File: src/rtl/secret_code_ctrl_pkg.sv
// Shared types and constants for the secret-code generator and code legality checks.
`default_nettype none

package secret_code_ctrl_pkg;

  localparam int NUM_DIGITS = 4;
  localparam int DIGIT_W    = 3;
  localparam int CODE_W     = NUM_DIGITS * DIGIT_W;

  typedef enum logic [1:0] {
    IDLE  = 2'd0,
    DRAW  = 2'd1,
    CHECK = 2'd2
  } state_t;

  // Digit order is {secret3, secret2, secret1, secret0}
  localparam logic [CODE_W-1:0] FALLBACK_NO_REPEAT = {3'd3, 3'd2, 3'd1, 3'd0};

endpackage

`default_nettype wire

File: src/rtl/code_legal_chk.sv
// Combinational legality check of a four-digit code: range per digit, optional distinctness.
`default_nettype none

module code_legal_chk
  import secret_code_ctrl_pkg::*;
#(
  parameter int NUM_COLORS   = 6,
  parameter bit ALLOW_REPEAT = 1'b1
) (
  input  logic [CODE_W-1:0] candidate,
  output logic              legal
);

  localparam int NC_W = DIGIT_W + 1;
  localparam logic [NC_W-1:0] NC = NC_W'(NUM_COLORS);

  logic [DIGIT_W-1:0]    digit [NUM_DIGITS];
  logic [NUM_DIGITS-1:0] in_range;
  logic                  dup;

  for (genvar i = 0; i < NUM_DIGITS; i++) begin : g_digit
    assign digit[i]    = candidate[i*DIGIT_W +: DIGIT_W];
    assign in_range[i] = {1'b0, digit[i]} < NC;
  end

  always_comb begin
    dup = 1'b0;
    for (int i = 0; i < NUM_DIGITS; i++) begin
      for (int j = i + 1; j < NUM_DIGITS; j++) begin
        if (digit[i] == digit[j]) dup = 1'b1;
      end
    end
  end

  assign legal = (&in_range) && (ALLOW_REPEAT || !dup);

endmodule

`default_nettype wire

File: src/rtl/secret_code_ctrl.sv
// Draws PRNG digits until a legal secret code is found, committing a fallback after MAX_TRIES.
`default_nettype none

module secret_code_ctrl
  import secret_code_ctrl_pkg::*;
#(
  parameter int NUM_COLORS   = 6,
  parameter int MAX_TRIES    = 15,
  parameter bit ALLOW_REPEAT = 1'b1
) (
  input  logic       clk,
  input  logic       rst,
  input  logic       new_game,
  input  logic [2:0] prng_code0,
  input  logic [2:0] prng_code1,
  input  logic [2:0] prng_code2,
  input  logic [2:0] prng_code3,
  output logic [2:0] secret0,
  output logic [2:0] secret1,
  output logic [2:0] secret2,
  output logic [2:0] secret3,
  output logic       ready,
  output logic       busy,
  output logic [3:0] draws,
  output logic       fallback
);

  localparam int NC_W = DIGIT_W + 1;
  localparam logic [NC_W-1:0] NC    = NC_W'(NUM_COLORS);
  localparam logic [3:0]      MAX_T = 4'(MAX_TRIES);

  state_t              state;
  logic [CODE_W-1:0]   candidate;
  logic [CODE_W-1:0]   folded;
  logic [CODE_W-1:0]   fallback_code;
  logic                legal;

  code_legal_chk #(
    .NUM_COLORS  (NUM_COLORS),
    .ALLOW_REPEAT(ALLOW_REPEAT)
  ) u_chk (
    .candidate(candidate),
    .legal    (legal)
  );

  // A single subtraction folds 0..7 into range because NUM_COLORS is at least 4
  for (genvar i = 0; i < NUM_DIGITS; i++) begin : g_fold
    logic [DIGIT_W-1:0] d;
    assign d = candidate[i*DIGIT_W +: DIGIT_W];
    assign folded[i*DIGIT_W +: DIGIT_W] =
      ({1'b0, d} >= NC) ? (d - NC[DIGIT_W-1:0]) : d;
  end

  assign fallback_code = ALLOW_REPEAT ? folded : FALLBACK_NO_REPEAT;

  always_ff @(posedge clk or posedge rst) begin
    if (rst) begin
      state     <= IDLE;
      candidate <= '0;
      secret0   <= '0;
      secret1   <= '0;
      secret2   <= '0;
      secret3   <= '0;
      ready     <= 1'b0;
      busy      <= 1'b0;
      draws     <= '0;
      fallback  <= 1'b0;
    end else begin
      case (state)
        IDLE: begin
          if (new_game) begin
            state    <= DRAW;
            busy     <= 1'b1;
            ready    <= 1'b0;
            draws    <= '0;
            fallback <= 1'b0;
          end
        end
        DRAW: begin
          candidate <= {prng_code3, prng_code2, prng_code1, prng_code0};
          draws     <= draws + 4'd1;
          state     <= CHECK;
        end
        CHECK: begin
          if (legal) begin
            {secret3, secret2, secret1, secret0} <= candidate;
            ready <= 1'b1;
            busy  <= 1'b0;
            state <= IDLE;
          end else if (draws < MAX_T) begin
            state <= DRAW;
          end else begin
            {secret3, secret2, secret1, secret0} <= fallback_code;
            fallback <= 1'b1;
            ready    <= 1'b1;
            busy     <= 1'b0;
            state    <= IDLE;
          end
        end
        default: begin
          state <= IDLE;
          busy  <= 1'b0;
        end
      endcase
    end
  end

endmodule

`default_nettype wire

File: config.mk
export PLATFORM = sky130hd
export DESIGN_NAME = secret_code_ctrl
export DESIGN_NICKNAME = d
export VERILOG_FILES = /design/src/rtl/secret_code_ctrl_pkg.sv /design/src/rtl/code_legal_chk.sv /design/src/rtl/secret_code_ctrl.sv
export SDC_FILE = /design/constraint.sdc
export NUM_CORES = 1
export LEC_CHECK = 0
export BUFFER_PORTS_ARGS = -buffer_cell sky130_fd_sc_hd__buf_2
export CORE_UTILIZATION = 51
export CTS_CLUSTER_DIAMETER = 150
export DETAILED_ROUTE_END_ITERATION = 8
export PLACE_DENSITY = 0.77
export SYNTH_ARGS = -nofsm -noshare
export SYNTH_HDL_FRONTEND = slang
export SYNTH_HIERARCHICAL = 1
export SYNTH_SLANG_ARGS = --single-unit
File: constraint.sdc
create_clock -name clk -period 2 [get_ports clk]
set_input_delay 0.2 -clock clk [delete_from_list [all_inputs] [get_ports clk]]
set_output_delay 0.2 -clock clk [all_outputs]
set_load 0.01 [all_outputs]
==> summary.md, run 1 <==
| Metric | Value |
|---|---|
| R2R depth | 5 |
| Critical Path Slowest Stage Cell | dfrtp_1 |
| Max-slew headroom | 0.735 |
| Drt total wl | roughly 2500 um |
| Sequential group share of total power | 0.431 |
| Switching part of the total | 0.371 |
| TritonCTS clock tree | yes |
| Top-Level Pins | 34 |
| Status | completed |
| Core Region | about 2500 um2 |
| Post-CTS Hold Buffers | 1 |
| Post-DP HPWL | 1780 um |
| Via count | 1034 |
| Pint | 1.74 mW |
| Fin nets | 181 |
| Clock root cell | clkbuf_4 |
| Iter 0 DRT Violations | 14 |
| Highest clock rate | 584 MHz |
| Worst path buffer plus inverter count | 0 |
| Tot GR Track Use | 0.200 |
| Clock Skews | 12.4 ps |
| Initial antenna violation count | 0 |
| Die ar. | between 2000 and 3000 um2 |
| Largest net degree at the start of global routing | 34 |
| Ys flop type | dfrtp_1 |
| CP peak stage delay | 420 ps |
| Post-CTS setup buffers | 0 |
| Avg Inst Size Synth | 10.9 um2 |
| FFs w/ async S/R, synth | 1.00 |
| Crit path max-delay family | compound AO/OA/AOI/OAI gates |
| Reg2Reg Setup Slack | 290 ps |
| End of the worst register-to-register path | secret0[0]$_DFFE_PP0P_ |
| Die Ht | 54.2 um |
| Pwr dens | 1660 nW/um2 |
| Crit end category | flop |
| Vias per std cell | 5.28 |
| Total gr overflow | 0 |
| Final ANT Viol Nets | 0 |
| WS Path Type | reg2reg |
| Unrepaired setup endpoints after global routing | false |
| Fin worst setup slack | 286 ps |
| HP Class | in2reg |
| Yosys reg bits | 33 |
| Leak Pwr | 0.878 nW |
| Pre-Repair DR Iteration Count | 6 |
| Least-Margin Pin Slew | 396 ps |
| Netlist cell types | 25 |
| Die width | 54.2 um |
| CP Max Fanout | 13 |
| Number of flops mapped to enable cells by yosys | 0 |
| Synthesized cell area | 1390 um2 |
| PortBufs | 33 |
| Starting density of the core | 0.551 |
| Tcrit/Tclk final | 0.857 |
| Post_cts resized | 0 |
| H-tree depth | 2 |
| Clock power frac | 0.188 |
| Psw | between 1 and 1.5 mW |
| Hold Crit Endpoint | candidate[7]$_DFFE_PP0P_ |
| Worst Setup Start Kind | flop |
| Post-Synthesis Cells | ~130 |
| Reg-to-Reg Start | candidate[2]$_DFFE_PP0P_ |
| Crit path time final | 1710 ps |
| Yosys warning count | 6 |
| Slew Limit Fails | 0 |
| Syn_nets | 143 |
| Final setup vio count | 0 |
| Row cnt | 18 |
| CTS max path bufs | 2 |
| WHS Path Cells | 3 |
| Most frequent cells in the layout | 39 x nand2_1, 33 x dfrtp_1, 33 x buf_2, 11 x o21ai_0, 8 x a32o_1 |
| DP Worst Slack | approximately 330 ps |
| CTS sink cnt | 33 |
| Worst-Skew Late Latency | 340 ps |
| Fraction of layout cells with a size suffix above 1 | 0.307 |
| First-pass GRT wire length | ~4000 um |
| Critical path cell sequence | a22o_1 > a221oi_2 > a31o_2 > nand2_4 > mux2_4 |
| Area Growth Syn to Fin | 19.9% |
| Routability Congestion | ~0.82 |
| Number of global-route vias before repair | 914 |
| Most common cell after layout, fill and taps aside | nand2_1 |
| CP required | 2230 ps |
| FILL cells | 206 |
| Number of remaining DRC errors | 0 |
| Drt wl/cell | 12.6 um |
| Gate power share | 0.382 |
| CP arrival | 1950 ps |
| HP Start | prng_code2[1] |
| Final Hold Viols | 0 |
| Reg clk slew, reported paths | 100 ps |
| Final TNS setup | 0 ps |
| VDD IR-drop max | 1210 uV |
| Sequential fraction of the synthesis area | 0.594 |
| Clock buffer count from CTS | 5 |
| Ant diodes | 0 |
| Max cap viols | 0 |
==> Yosys cell counts (2+ instances only) <==
master | number | share of area
buf_2 | 2 | 0.0072
a22o_1 | 3 | 0.019
nand2b_1 | 3 | 0.014
inv_1 | 4 | 0.011
mux2_2 | 4 | 0.032
o22ai_1 | 2 | 0.0090
a32o_1 | 8 | 0.058
dfrtp_1 | 33 | 0.59
nand2_1 | 39 | 0.11
buf_6 | 2 | 0.016
nand3_1 | 3 | 0.011
o21ai_0 | 11 | 0.040
==> registers in the layout (all words and copies together), names as in the netlist <==
name,cells
state,2
ready,1
secret2,3
busy,1
secret3,3
candidate,12
fallback,1
draws,4
secret1,3
secret0,3
==> kinds of logic after synthesis <==
| group | share of synthesized area |
|---|---|
| AND/OR/NAND/NOR | 0.152 |
| buffers and inverters | 0.0369 |
| flip-flops | 0.594 |
| AO/OA/AOI/OAI | 0.165 |
| adder cells (fa/ha/maj) | 0.00900 |
| multiplexers | 0.0432 |
==> worst reg2reg max path, cell delays in order (launching register included) <==
cell and delay, ps:
dfrtp_1 420, a22o_1 250, a221oi_2 260, a31o_2 210, nand2_4 130, mux2_4 340
==> metal layers <==
metal | up-vias | share of wire | global-route usage
li1 | 519 | - | -
met1 | 485 | 0.48 | 0.240
met2 | 24 | 0.46 | 0.309
met3 | 6 | 0.048 | 0.0847
met4 | 0 | 0.017 | 0.0940
met5 | - | 0 | 0
==> power groups by stage <==
stage	sequential [mW]	combinational, mW	clock, mW
2_1_floorplan	1.22	0.755	0
3_3_place_gp	1.19	1.03	0
3_5_place_dp	1.20	1.06	0
4_1_cts	1.19	1.07	0.533
5_1_grt	1.23	1.20	0.557
6_report	1.19	1.05	0.519
==> cell type report <==
cell class	instances	area, um2	share of cell area
flip-flops and latches	33	826	0.495
inverters	4	15.0	0.00901
repair buffers	36	190	0.114
clock buffers	7	55.1	0.0330
multi-input cells	85	513	0.308
well taps	30	37.5	0.0225
clock inverters	1	30.0	0.0180
==> worst max path at each step <==
stage	end	cells past startpoint	startpoint	slack (ps)
after floorplan	secret0[0]$_DFFE_PP0P_	6	candidate[2]$_DFFE_PP0P_	380
after global placement	secret0[0]$_DFFE_PP0P_	5	candidate[2]$_DFFE_PP0P_	360
after detailed placement	secret0[0]$_DFFE_PP0P_	5	candidate[2]$_DFFE_PP0P_	330
after CTS	secret0[0]$_DFFE_PP0P_	5	candidate[2]$_DFFE_PP0P_	300
after global routing	secret0[0]$_DFFE_PP0P_	5	candidate[2]$_DFFE_PP0P_	210
final	secret0[0]$_DFFE_PP0P_	5	candidate[2]$_DFFE_PP0P_	290
==> per-stage QoR <==
step / hold WS [ps] / area, um2 / std cells / total power [mW] / util
after floorplan: 305 / 1390 / 127 / 1.97 / -
after global placement: 298 / 1570 / 187 / 2.23 / 0.623
after detailed placement: 304 / 1570 / 187 / 2.27 / 0.623
after CTS: 28.9 / 1670 / 196 / 2.79 / 0.661
after global routing: 29.9 / 1670 / 196 / 2.99 / 0.661
final: 46.9 / 1670 / 196 / 2.76 / 0.661
(Power assumes the default switching activity.)
==> inputs of run 2 (changes only) <==
CORE_ASPECT_RATIO = 0.6   (was unset)
==> summary.md, run 2 (synthesis results as in run 1) <==
| Metric | Value |
|---|---|
| Clock Skews | 4.21 ps |
| Critical path cell sequence | a22o_1 > a221oi_2 > a31o_2 > nand2_4 > mux2_4 |
| Status | finished with violations |
| Crit path time final | 1720 ps |
| Worst Setup Start Kind | flop |
| CTS max path bufs | 2 |
| Reg clk slew, reported paths | 70 ps |
| Total gr overflow | 0 |
| CTS sink cnt | 33 |
| Most common cell after layout, fill and taps aside | nand2_1 |
| CP arrival | 1890 ps |
| Post-CTS setup buffers | 0 |
| CP peak stage delay | around 410 ps |
| Highest routed layer | met4 |
| Initial antenna violation count | 0 |
| Top-Level Pins | 34 |
| Iter 0 DRT Violations | 73 |
| Drt total wl | 2840 um |
| Core Region | between 2000 and 3000 um2 |
| Post_cts resized | 0 |
| Design area | 1680 um2 |
| Violated checks | negative hold slack |
| Highest clock rate | 580 MHz |
| Row cnt | 14 |
| WS Path Type | reg2reg |
| H-tree depth | 2 |
| Metal3 WL | 153 um |
| Final Hold Viols | 3 |
| Final core utilization | 0.660 |
| Worst hold slack | -3.94 ps |
| Clock buffer count from CTS | 5 |
| Most frequent cells in the layout | 39 x nand2_1, 33 x dfrtp_1, 33 x buf_2, 11 x o21ai_0, 8 x a32o_1 |
| Fraction of layout cells with a size suffix above 1 | 0.315 |
| Via count | 1071 |
| Area Growth Syn to Fin | 20.5% |
| Max cap viols | 0 |
| Worst-Skew Late Latency | 280 ps |
| Largest net degree at the start of global routing | 34 |
| Top reg by flops | candidate |
| Tot GR Track Use | 0.212 |
| PortBufs | 33 |
| Pwr dens | 1690 nW/um2 |
| Post-DP HPWL | approximately 2000 um |
| VDD IR-drop max | 744 uV |
| Least-Margin Pin Slew | ~420 ps |
| Pre-Repair DR Iteration Count | 4 |
| TritonCTS clock tree | yes |
| First-pass GRT wire length | roughly 4600 um |
| Total Power | 2.82 mW |
| Final ANT Viol Nets | 0 |
| Leak Pwr | around 0.9 nW |
| Clock root cell | clkbuf_8 |
| Routed met2 length | 1220 um |
| Final TNS setup | 0 ps |
| CP required | 2170 ps |
| Fin nets | between 150 and 200 |
| Die ar. | 2950 um2 |
| Wl on met1 | 1430 um |
| Drt wl/cell | 14.4 um |
| Ant diodes | 0 |
| HP Class | in2async |
| Vias per std cell | ~5.4 |
| Biggest regs | candidate x12, draws x4 |
| Critical Path Slowest Stage Cell | dfrtp_1 |
| Tcrit/Tclk final | 0.862 |
| Routability Congestion | 0.778 |
| Slew Limit Fails | 0 |
| Die Ht | 42.4 um |
| Unrepaired setup endpoints after global routing | false |
| DP Area | 1570 um2 |
| Max reg flops | 12 |
| Final setup vio count | 0 |
| Number of global-route vias before repair | 999 |
| Die width | 69.4 um |
| Post-CTS Hold Buffers | 0 |
| Starting density of the core | 0.547 |
| CP Max Fanout | 13 |
| Max-slew headroom | 0.716 |
| Crit end category | flop |
| Number of remaining DRC errors | 0 |
run 2: cell types whose count changed in the layout (fill, tap and decap cells not counted), sizes merged:
cell	change
clkinv	+1
bufinv	-1
dlygate4sd3	-1
run 2: stage by stage:
step	instances	setup slack, ps
final	197	276
after global routing	197	185
after CTS	197	287
after detailed placement	189	297
after global placement	189	372
after floorplan	127	383
run 2: final cells by class:
type	instances	area [um2]
tap	32	40.0
sequential	33	826
clock inverter	1	5.00
inverter	4	15.0
multi-input combinational	85	513
clock buffer	7	96.3
timing repair buffer	35	180
fill	198	865
run 2: path summary, 6_finish.rpt:
check                           cells past startpoint                  endpoint                     start  slack, ps
min in group clk                                    3  candidate[3]$_DFFE_PP0P_             prng_code1[0]        110
worst min register to register                      2  candidate[3]$_DFFE_PP0P_  candidate[3]$_DFFE_PP0P_        470
worst max-delay path                                5    secret0[0]$_DFFE_PP0P_  candidate[2]$_DFFE_PP0P_        280
worst max register to register                      5    secret0[0]$_DFFE_PP0P_  candidate[2]$_DFFE_PP0P_        280
max in group asynchronous                           3      fallback$_DFFE_PP0P_                       rst       1700
worst min-delay path                                3  candidate[9]$_DFFE_PP0P_                       rst         -4
run 2: critical path: cells and delay by family, from the launching register on:
family	cells	cell delay, ps
flip-flops	1	410
multiplexers	1	330
AO/OA/AOI/OAI	3	740
AND/OR/NAND/NOR	1	130
run 2: per-layer routing:
metal | vias up | track usage
li1 | 518 | -
met1 | 519 | 0.292
met2 | 29 | 0.303
met3 | 5 | 0.0745
met4 | 0 | 0.0980
met5 | - | 0
run 2: where the power goes:
group	switching, mW	total, mW	internal [mW]	leakage (nW)
logic	0.590	1.07	0.483	0.412
registers	0.253	1.21	0.958	0.417
clock network	0.229	0.540	0.311	0.0542
total	1.07	2.82	1.75	0.883
